File: config.mk
export PLATFORM = sky130hd
export DESIGN_NAME = btn_event_decoder
export DESIGN_NICKNAME = d
export VERILOG_FILES = /design/src/rtl/btn_event_decoder.sv
export SDC_FILE = /design/constraint.sdc
export NUM_CORES = 1
export LEC_CHECK = 0
export CAP_MARGIN = 20
export CORE_MARGIN = 5
export CORE_UTILIZATION = 62
export DETAILED_ROUTE_END_ITERATION = 8
export DONT_BUFFER_PORTS = 1
export PLACE_DENSITY = 0.84
export RECOVER_POWER = 50
export SETUP_SLACK_MARGIN = 0.02
export SLEW_MARGIN = 15
export SYNTH_ARGS = -nofsm -noshare
export SYNTH_HDL_FRONTEND = slang
export SYNTH_SLANG_ARGS = --single-unit
export TNS_END_PERCENT = 10
File: constraint.sdc
create_clock -name clk -period 2.4 [get_ports clk]
set_input_delay 0.36 -clock clk [delete_from_list [all_inputs] [get_ports clk]]
set_output_delay 0.36 -clock clk [all_outputs]
set_load 0.01 [all_outputs]
File: src/rtl/btn_event_decoder.sv
// rtl/btn_event_decoder.sv - classifies a debounced button level into press/click/double-click/long-press events
module btn_event_decoder #(
  parameter int CNT_W    = 24,
  parameter int LONG_CYC = 12_000_000,
  parameter int GAP_CYC  = 3_000_000
) (
  input  logic clk,
  input  logic rst_n,
  input  logic btn_db,
  output logic press,
  output logic click,
  output logic dbl_click,
  output logic long_press,
  output logic held
);

  typedef enum logic [2:0] {
    IDLE   = 3'd0,
    PRESS1 = 3'd1,
    WAIT2  = 3'd2,
    PRESS2 = 3'd3,
    HELD   = 3'd4
  } state_t;

  // Terminal counts are one less than the interval because cnt starts at 0 on state entry.
  localparam logic [CNT_W-1:0] LONG_TC = CNT_W'(LONG_CYC - 1);
  localparam logic [CNT_W-1:0] GAP_TC  = CNT_W'(GAP_CYC - 1);

  state_t           state_q, state_d;
  logic [CNT_W-1:0] cnt_q, cnt_d;
  logic             btn_q, btn_d;
  logic             press_q, press_d;
  logic             click_q, click_d;
  logic             dbl_click_q, dbl_click_d;
  logic             long_press_q, long_press_d;
  logic             held_q, held_d;
  logic             rise, fall;

  assign rise = btn_db & ~btn_q;
  assign fall = ~btn_db & btn_q;

  // Next-state, interval counter and registered event outputs.
  always_comb begin
    state_d      = state_q;
    cnt_d        = cnt_q;
    btn_d        = btn_db;
    press_d      = rise;
    click_d      = 1'b0;
    dbl_click_d  = 1'b0;
    long_press_d = 1'b0;
    case (state_q)
      IDLE: begin
        if (rise) state_d = PRESS1;
      end
      PRESS1: begin
        if (fall) begin
          state_d = WAIT2;
        end else if (cnt_q == LONG_TC) begin
          state_d      = HELD;
          long_press_d = 1'b1;
        end else begin
          cnt_d = cnt_q + 1'b1;
        end
      end
      WAIT2: begin
        if (rise) begin
          state_d = PRESS2;
        end else if (cnt_q == GAP_TC) begin
          state_d = IDLE;
          click_d = 1'b1;
        end else begin
          cnt_d = cnt_q + 1'b1;
        end
      end
      PRESS2: begin
        if (fall) begin
          state_d     = IDLE;
          dbl_click_d = 1'b1;
        end else if (cnt_q == LONG_TC) begin
          state_d      = HELD;
          long_press_d = 1'b1;
        end else begin
          cnt_d = cnt_q + 1'b1;
        end
      end
      HELD: begin
        if (fall) state_d = IDLE;
      end
      default: state_d = IDLE;
    endcase
    // Every transition restarts the interval measurement.
    if (state_d != state_q) cnt_d = '0;
    held_d = (state_d == HELD);
  end

  // State, counter, input sample and output registers.
  always_ff @(posedge clk or negedge rst_n) begin
    if (!rst_n) begin
      state_q      <= IDLE;
      cnt_q        <= '0;
      btn_q        <= 1'b0;
      press_q      <= 1'b0;
      click_q      <= 1'b0;
      dbl_click_q  <= 1'b0;
      long_press_q <= 1'b0;
      held_q       <= 1'b0;
    end else begin
      state_q      <= state_d;
      cnt_q        <= cnt_d;
      btn_q        <= btn_d;
      press_q      <= press_d;
      click_q      <= click_d;
      dbl_click_q  <= dbl_click_d;
      long_press_q <= long_press_d;
      held_q       <= held_d;
    end
  end

  assign press      = press_q;
  assign click      = click_q;
  assign dbl_click  = dbl_click_q;
  assign long_press = long_press_q;
  assign held       = held_q;

endmodule

==> results of run 1 <==
[flip-flops by register name, indices dropped and copies added, names as in the netlist]
register / flops
cnt_q: 24
state_q: 3
btn_q: 1
click: 1
dbl_click: 1
held: 1
long_press: 1
press: 1
[what timing repair did]
item	4_1_cts	5_1_grt
setup endpoints to repair	14	11
gates resized for setup	0	3
pin swaps	3	1
endpoints found under the hold margin	33	0
hold buffers	2	0
gates cloned	0	1
setup buffers	2	0
[layer usage]
metal | part of all wire | vias to the layer above | GRT usage
met4 | 0.034 | 0 | 0.1010
met3 | 0.092 | 30 | 0.04762
met2 | 0.48 | 120 | 0.4018
met5 | 0 | - | 0
met1 | 0.39 | 883 | 0.3206
li1 | - | 816 | -
[cell families (layout without fill, tap and decap cells)]
kind of cell               after synthesis  in the layout  share of synthesized area
and+or+nand+nor                         94             95                     0.3238
AOI/OAI and AO/OA                       56             56                     0.1963
DFF                                     33             33                     0.4275
buffers and inverters                   10             32                    0.03173
xor gates and xnor gates                 2              2                   0.009069
adders and majority gates                1              1                   0.006476
muxes                                    1              1                   0.005182
[synthesized netlist by cell type, drive strengths merged, types with 2 or more instances]
master / count
and2: 5
nor4: 5
o31ai: 3
nand3: 12
xor2: 2
nand2: 13
a22o: 2
or4: 4
or3: 6
buf: 5
nand2b: 2
o211ai: 5
nand4: 10
inv: 5
o41ai: 2
or4b: 4
o311ai: 3
nor2b: 2
nor2: 12
and3: 6
o21ai: 12
a21oi: 18
o21a: 2
dfrtp: 33
nor3: 6
and4: 2
[through the flow]
stage / utilization / setup slack, ns / area [µm²]
global placement: 0.6818 / 0.01801 / 2064
global route: 0.7256 / -0.006400 / 2197
floorplan: - / 0.1601 / 1932
finish: 0.7256 / 0.09039 / 2197
CTS: 0.7190 / 0.08340 / 2177
detailed placement: 0.6818 / -0.04031 / 2064
[area by class of cell]
class | instances | area, µm² | share of cell area
flip-flops and latches | 33 | 827.0 | 0.3764
well taps | 44 | 55.05 | 0.02506
multi-input cells | 155 | 1064 | 0.4841
repair buffers | 20 | 177.7 | 0.08087
inverters | 5 | 18.77 | 0.008542
clock buffers | 7 | 55.05 | 0.02506
[worst max-delay path by stage]
stage,startpoint,depth (start not counted),to,slack (ns)
6_report,state_q[1],6,cnt_q[22],0.09
3_5_place_dp,cnt_q[14],6,cnt_q[9],-0.04
4_1_cts,cnt_q[7],6,cnt_q[17],0.08
5_1_grt,cnt_q[1],8,cnt_q[16],-0.006
3_3_place_gp,cnt_q[14],6,cnt_q[9],0.02
2_1_floorplan,cnt_q[10],7,cnt_q[9],0.16
[where the power goes]
group / internal, mW / leakage (nW) / switching [mW]
Combinational: 0.109 / 0.456 / 0.154
Clock: 0.138 / 0.0314 / 0.178
Sequential: 0.593 / 0.448 / 0.0443
==> metrics.cfg, run 1 <==
[job]
max_cap_violations = 0

[critical_path]
critPathBufInv = 1
worstSetupPathType = reg -> reg
crit_fanout = 17
critPathMaxStageDelay_ns = 0.61
startpoint_type = register
crit_family = simple AND/OR/NAND/NOR gates
cp_cell_sequence = or3b_2 > nor2_1 > a22oi_4 > buf_12 > or4_2 > a21oi_1
crit_arrival_ns = 2.57
rr_worst_depth = 6
rr_endpoint = cnt_q[22]
worst-r2r-setup-slack_ns = 0.09
slowest_stage = or4_2
cp-end-kind = register
r2r-start = state_q[1]
worstPathRequired_ns = 2.66

[routing]
dr.first_iter.drc_count = 203
drc = 0
via_per_inst = 7.004
antenna_left = 0
wl_um = 4913
avgRoutedWirePerCell_um = 18.61
vias = 1849
dr.pass1.iters = 6

[floorplanning]
ios = 8
rows = 20
dieHeight_um = 65.82
start_util = 0.6380
die_width_um = 65.82
die_area_um2 = 4332
core_um2 = 3028

[clocking]
cts_buffers = 5
cts.sinks = 33
clk_latency_ns = 0.34
clk_pin_slew_worst_paths_ns = 0.11
cts_tree = yes
cts_root_buf = clkbuf_4
clk_path_buf_depth = 2
htreeDepth = 2

[yosys]
synth-seq-cells = 33
ys_warn_count = 0
syn_avg_cell_area_um2 = 9.806
yosys.area.top_type = dfrtp_1
ys_types = 57
synth_area_leaders = dfrtp_1 43%, a21oi_1 4.7%, nand3_1 3.1%, o21ai_0 3.1%, nand2_1 2.3%
async_flop_share = 1.000
synthFlopType = dfrtp_1
syn_nets = 201
netlist_area_um2 = 1932
synth_edf_count = 0
netlist_instances = 197
ys_seq_area_frac = 0.4275
synth_top_area_frac = 0.4275

[min_path]
worstHoldEndpoint = btn_q
hold_depth = 0
hp-class = in -> reg
hold_start = btn_db

[cells_and_area]
layout.cells.non_filler = 264
syn_to_final_growth_pct = 13.73
final_cell_mix = 32 x dfrtp_1, 18 x a21oi_1, 17 x buf_4
drive_gt1_frac = 0.2364
fillerInstances = 206
nNetsFinal = 224
final_common_cell = dfrtp_1
num_antenna_cells = 0

[timing]
min_period_over_period = 0.9623
setup_viol = 0
finalHoldViolCount = 0
setup_tns_ns = 0
finalMaxSlewViolations = 0
rsz0062_at_grt = true
slew_headroom = 0.5823
fin_skew_ns = 0.01685
fin_crit_ns = 2.310
worst_hold_slack_ns = 0.04944
worst_pin_slew_ns = 0.6238
max_freq_mhz = 433.0

[global_routing]
gr-total-overflow = 0
grt_util_all_layers = 0.2469
antenna_found_initial = 0
grt_pass1_wl_um = 8169
grt_pass1_vias = 1698
grt_max_degree = 34

[run_status]
status = finished clean

[placed_design]
dp_hpwl_um = 3364
port_buffers = 0
gp_congestion = 0.9651
dpl.cell_count = 252

[power]
leakage_nw = 0.9349
vdd_drop_max_uv = 469.0
p_per_area_nw_per_um2 = 553.3
p_total_mw = 1.216

Power figures use the tool's default switching activity.
==> run 2, diff against run 1 <==
RECOVER_POWER = 100   (was 50)
==> run 2 against run 1 <==
Against the previous run:
- clock power barely moved
- cell area fell by 0.34%
- sequential cell count did not move
- sequential power barely moved
- maximum frequency rose by 0.28%
- critical path depth rose by 1
- register-to-register slack barely moved
- sequential share of layout area rose by 0.13 points
- cell count did not move
- largest power group unchanged
==> metrics.cfg, run 2 (same netlist as run 1, synthesis figures left out) <==
[run_status]
status = finished clean

[placed_design]
dp_hpwl_um = 3364  ; unchanged
post-place-ws_ns = -0.04031  ; unchanged
port_buffers = 0  ; unchanged
gp_congestion = 0.9651  ; unchanged
dpl_cell_area_um2 = 2064  ; unchanged

[global_routing]
grt_util_all_layers = 0.2469  ; unchanged
antenna_found_initial = 0  ; unchanged
grt_pass1_vias = 1698  ; unchanged
grt_max_degree = 34  ; unchanged
grt_pass1_wl_um = 8169  ; unchanged
gr-total-overflow = 0  ; unchanged

[floorplanning]
core_um2 = 3028  ; unchanged
die_area_um2 = 4332  ; unchanged
ios = 8  ; unchanged
die_width_um = 65.82  ; unchanged
rows = 20  ; unchanged
start_util = 0.6380  ; unchanged
dieHeight_um = 65.82  ; unchanged

[cells_and_area]
fillerInstances = 207  ; +0.49%
reg_top3 = cnt_q (24), state_q (3)
final_cell_mix = 32 x dfrtp_1, 18 x a21oi_1, 15 x buf_4
drive_gt1_frac = 0.2273  ; -0.009091
largest_reg_flops = 24  ; unchanged
num_antenna_cells = 0  ; unchanged
nNetsFinal = 224  ; unchanged
multi_input_area_um2 = 1064  ; unchanged
finalInstanceArea_um2 = 2190  ; -0.34%
syn_to_final_growth_pct = 13.34
fin_util = 0.7231  ; -0.002480
seq_area_um2 = 827.0  ; unchanged
final_common_cell = dfrtp_1
regMostFlops = cnt_q

[timing]
worst_pin_slew_ns = 0.6443  ; +0.02059 ns
fin_ws_ns = 0.09681  ; +0.006423 ns
fin_crit_ns = 2.303  ; -0.006423 ns
setup_viol = 0  ; unchanged
finalMaxSlewViolations = 0  ; unchanged
rsz0062_at_grt = true
finalHoldViolCount = 0  ; unchanged
slew_headroom = 0.5685  ; -0.01378
max_freq_mhz = 434.2  ; +0.28%
fin_skew_ns = 0.01653  ; -0.0003236 ns
min_period_over_period = 0.9597  ; -0.002676
worst_hold_slack_ns = 0.04826  ; -0.001179 ns

[routing]
dr.first_iter.drc_count = 193  ; -4.9%
via_per_inst = 6.920  ; -1.2%
dr.pass1.iters = 5  ; -1
wl_um = 4866  ; -0.96%
drc = 0  ; unchanged
antenna_left = 0  ; unchanged
vias = 1827  ; -1.2%
avgRoutedWirePerCell_um = 18.43  ; -0.96%

[clocking]
clk_path_buf_depth = 2  ; unchanged
cts_buffers = 5  ; unchanged
cts_root_buf = clkbuf_4
clk_latency_ns = 0.34  ; about the same
clk_pin_slew_worst_paths_ns = 0.10  ; about the same
cts.sinks = 33  ; unchanged
htreeDepth = 2  ; unchanged
cts_tree = yes

[critical_path]
crit_fanout = 17  ; unchanged
rr_endpoint = cnt_q[16]
worstSetupPathType = reg -> reg
worst-r2r-setup-slack_ns = 0.1  ; about the same
r2r-start = cnt_q[7]
rr_worst_depth = 7  ; +1
worstPathRequired_ns = 2.59  ; -0.07 ns
cp-end-kind = register
crit_arrival_ns = 2.49  ; -0.08 ns
cp-endpoint = cnt_q[16]
startpoint_type = register
worstSetupStartpoint = cnt_q[7]

[power]
p_total_mw = 1.213  ; -0.24%
vdd_drop_max_uv = 468.7  ; about the same
p_per_area_nw_per_um2 = 553.9  ; +0.10%
leakage_nw = 0.9271  ; -0.84%

[min_path]
hp-class = in -> reg

[job]
max_cap_violations = 0  ; unchanged

==> run 2: cell count changes in the layout (fill, tap and decap cells not counted), sizes merged <==
cell	change
buf	-2
clkbuf	+2
==> run 2: repair_timing <==
| item | in CTS | in global routing |
|---|---|---|
| cloned | 0 | 1 |
| hold buffers | 2 | 0 |
| hold endpoints to repair | 33 | 0 |
| pin swaps | 3 | 1 |
| endpoints found under the setup margin | 14 | 11 |
| resized for setup | 0 | 3 |
| buffers inserted | 2 | 0 |
==> run 2: through the flow <==
| stage | instances | setup TNS [ns] |
|---|---|---|
| after floorplan | 197 | 0 |
| after global placement | 252 | 0 |
| after detailed placement | 252 | -0.07397 |
| after CTS | 263 | 0 |
| after global routing | 264 | -0.0004581 |
| final | 264 | 0 |
==> run 2: how the worst min path moves through the flow <==
stage            from    endpoint  slack, ns  cells after the start
3_3_place_gp    rst_n  state_q[2]       0.07                      0
5_1_grt        btn_db       btn_q       0.02                      0
2_1_floorplan   rst_n       btn_q       0.06                      0
3_5_place_dp    rst_n  state_q[2]       0.07                      0
4_1_cts        btn_db       btn_q       0.05                      0
6_report       btn_db       btn_q       0.05                      0
==> run 2: metal layers <==
| layer | part of all wire | vias to the layer above | global-route usage |
|---|---|---|---|
| li1 | - | 815 | - |
| met1 | 0.40 | 868 | 0.3206 |
| met2 | 0.48 | 120 | 0.4018 |
| met3 | 0.084 | 24 | 0.04762 |
| met4 | 0.034 | 0 | 0.1010 |
| met5 | 0 | - | 0 |
==> run 2: power by group <==
| group | total [mW] | switching, mW | internal [mW] |
|---|---|---|---|
| Clock | 0.316 | 0.178 | 0.138 |
| Combinational | 0.260 | 0.153 | 0.107 |
| Sequential | 0.637 | 0.0443 | 0.593 |
| Total | 1.21 | 0.375 | 0.838 |
==> run 2: area by class of cell <==
cell class | count | area share
well taps | 44 | 0.02514
clock buffers | 7 | 0.02514
inverters | 5 | 0.008571
flip-flops and latches | 33 | 0.3777
repair buffers | 20 | 0.07771
multi-input cells | 155 | 0.4857
==> run 2: critical path: stages (launching register included) <==
cell	delay, ns
dfrtp_1	0.47
or4b_1	0.47
nor3_1	0.29
nand4_2	0.25
a22oi_4	0.26
buf_12	0.17
o32a_2	0.13
o21ai_0	0.09
==> run 3, diff against run 2 <==
CORE_ASPECT_RATIO = 1.1   (was unset)
==> run 3 against run 2 <==
Against the previous run:
- the flow now finishes with violations (max-capacitance violations, max-slew violations)
- highest routed layer unchanged
- clock skew down 0.0013 ns
- first-iteration DRC count up 32%
- clock power down 4%
- largest power group unchanged
- critical path depth up 2
- count of clock-buffer cells in the layout down 1
- maximum frequency down 0.32%
- critical path type unchanged
==> metrics.cfg, run 3 (same netlist as run 1, synthesis figures left out) <==
[timing]
finalMaxSlewViolations = 34  ; +34
finalHoldViolCount = 0  ; unchanged
fin_skew_ns = 0.01522  ; -0.001305 ns
worst_pin_slew_ns = 1.744  ; +1.100 ns
fin_ws_ns = 0.08933  ; -0.007475 ns
rsz0062_at_grt = false
fin_crit_ns = 2.311  ; +0.007475 ns
setup_viol = 0  ; unchanged
min_period_over_period = 0.9628  ; +0.003115
slew_headroom = -0.1630  ; -0.7315
max_freq_mhz = 432.8  ; -0.32%
setup_tns_ns = 0  ; unchanged

[critical_path]
worstSetupPathType = reg -> reg
crit_fanout = 18  ; +1
crit_arrival_ns = 2.58  ; +0.09 ns
cp-end-kind = register
worstPathRequired_ns = 2.67  ; +0.08 ns
startpoint_type = register
worst-r2r-setup-slack_ns = 0.09  ; about the same

[cells_and_area]
final_common_cell = dfrtp_1
syn_to_final_growth_pct = 12.89
fin_util = 0.7217  ; -0.001401
reg_top3 = cnt_q (24), state_q (3)
layout.cells.non_filler = 255  ; -3.4%
num_antenna_cells = 0  ; unchanged
regMostFlops = cnt_q
nNetsFinal = 224  ; unchanged
final_cell_mix = 33 x dfrtp_1, 16 x a21oi_1, 16 x buf_4
drive_gt1_frac = 0.2443  ; +0.01707
largest_reg_flops = 24  ; unchanged

[routing]
dr.first_iter.drc_count = 254  ; +32%
vias = 1885  ; +3.2%
avgRoutedWirePerCell_um = 20.03  ; +8.7%
antenna_left = 0  ; unchanged
dr.pass1.iters = 6  ; +1
wl_um = 5107  ; +5.0%
drc = 0  ; unchanged
via_per_inst = 7.392  ; +6.8%

[floorplanning]
start_util = 0.6393  ; +0.001321
die_area_um2 = 4333  ; about the same
dieHeight_um = 68.55  ; +4.1%
die_width_um = 63.22  ; -4.0%
ios = 8  ; unchanged
rows = 21  ; +5.0%
core_um2 = 3022  ; -0.21%

[job]
max_cap_violations = 1  ; +1

[placed_design]
post-place-ws_ns = 0.007543  ; +0.04785 ns
gp_congestion = 0.9052  ; -6.2%
port_buffers = 0  ; unchanged
dpl.cell_count = 242  ; -4.0%
dp_hpwl_um = 3397  ; +0.97%

[power]
p_seq_frac = 0.531  ; +0.006
p_total_mw = 1.201  ; -0.99%
cell_internal_pwr_uw = 807.8  ; -3.6%
vdd_drop_max_uv = 581.5  ; +24%
p_comb_frac = 0.218  ; +0.004
p_per_area_nw_per_um2 = 550.6  ; -0.59%
clkPwrFrac = 0.251  ; -0.009
power.switching_uw = 392.9  ; +4.8%
leakage_nw = 0.9288  ; +0.18%
swShare = 0.3272  ; +0.01796

[clocking]
cts_buffers = 5  ; unchanged
clk_path_buf_depth = 2  ; unchanged
clk_pin_slew_worst_paths_ns = 0.09  ; about the same
cts.sinks = 33  ; unchanged
clk_latency_ns = 0.35  ; about the same
cts_root_buf = clkbuf_4
htreeDepth = 2  ; unchanged
cts_tree = yes

[run_status]
violations = max-capacitance violations, max-slew violations
status = complete, but fails checks

[global_routing]
antenna_found_initial = 0  ; unchanged
grt_max_degree = 34  ; unchanged
grt_util_all_layers = 0.2430  ; -0.003919
grt_pass1_wl_um = 8162  ; about the same
gr-total-overflow = 0  ; unchanged
grt_pass1_vias = 1705  ; +0.41%

[min_path]
hp-class = in -> reg

-- run 3: what timing repair did --
action	in CTS	in global routing
resized for setup	0	7
endpoints found under the hold margin	33	0
buffers inserted	1	1
pin swaps	3	3
cloned	0	1
hold buffers	2	0
setup endpoints to repair	15	16
-- run 3: final cells by class --
class,instances,area (µm²)
flip-flops and latches,33,825.8
well taps,34,42.54
clock inverters,2,10.01
fillers,205,840.8
inverters,5,18.77
clock buffers,6,41.29
repair buffers,20,157.7
multi-input cells,155,1085
-- run 3: final timing paths --
path | start | end | cells after the start
worst max-delay path | cnt_q[1] | cnt_q[21] | 9
worst min-delay path | btn_db | btn_q | 0
worst max register to register | cnt_q[1] | cnt_q[21] | 9
worst min register to register | btn_q | state_q[0] | 2
max in group asynchronous | rst_n | cnt_q[23] | 2
min in group asynchronous | rst_n | click | 2
-- run 3: power groups by stage --
stage	registers (mW)	logic (mW)	clock network [mW]
5_1_grt	0.642	0.278	0.336
3_5_place_dp	0.646	0.210	0
3_3_place_gp	0.641	0.198	0
2_1_floorplan	0.641	0.158	0
6_report	0.638	0.262	0.302
4_1_cts	0.635	0.240	0.306
-- run 3: critical path, cell delays in order, from the launching register on --
cell and delay (ns):
dfrtp_1 0.44, ha_2 0.22, nand4_1 0.18, nor4_4 0.06, buf_4 0.17, nand2_4 0.11
a22oi_4 0.09, buf_12 0.16, or4_2 0.63, a21oi_1 0.16
-- run 3: layer usage --
layer	vias up	global-route usage	routed length, µm
li1	819	-	-
met1	898	0.3039	1982
met2	131	0.3962	2392
met3	37	0.06159	457
met4	0	0.1221	275
met5	-	0	0
-- run 3: through the flow --
stage                     hold slack (ns)  instance area (µm²)
after floorplan                   0.06441                 1932
after global placement            0.06518                 2052
after detailed placement          0.06520                 2052
after CTS                         0.03010                 2153
after global routing             0.009694                 2181
final                             0.04013                 2181
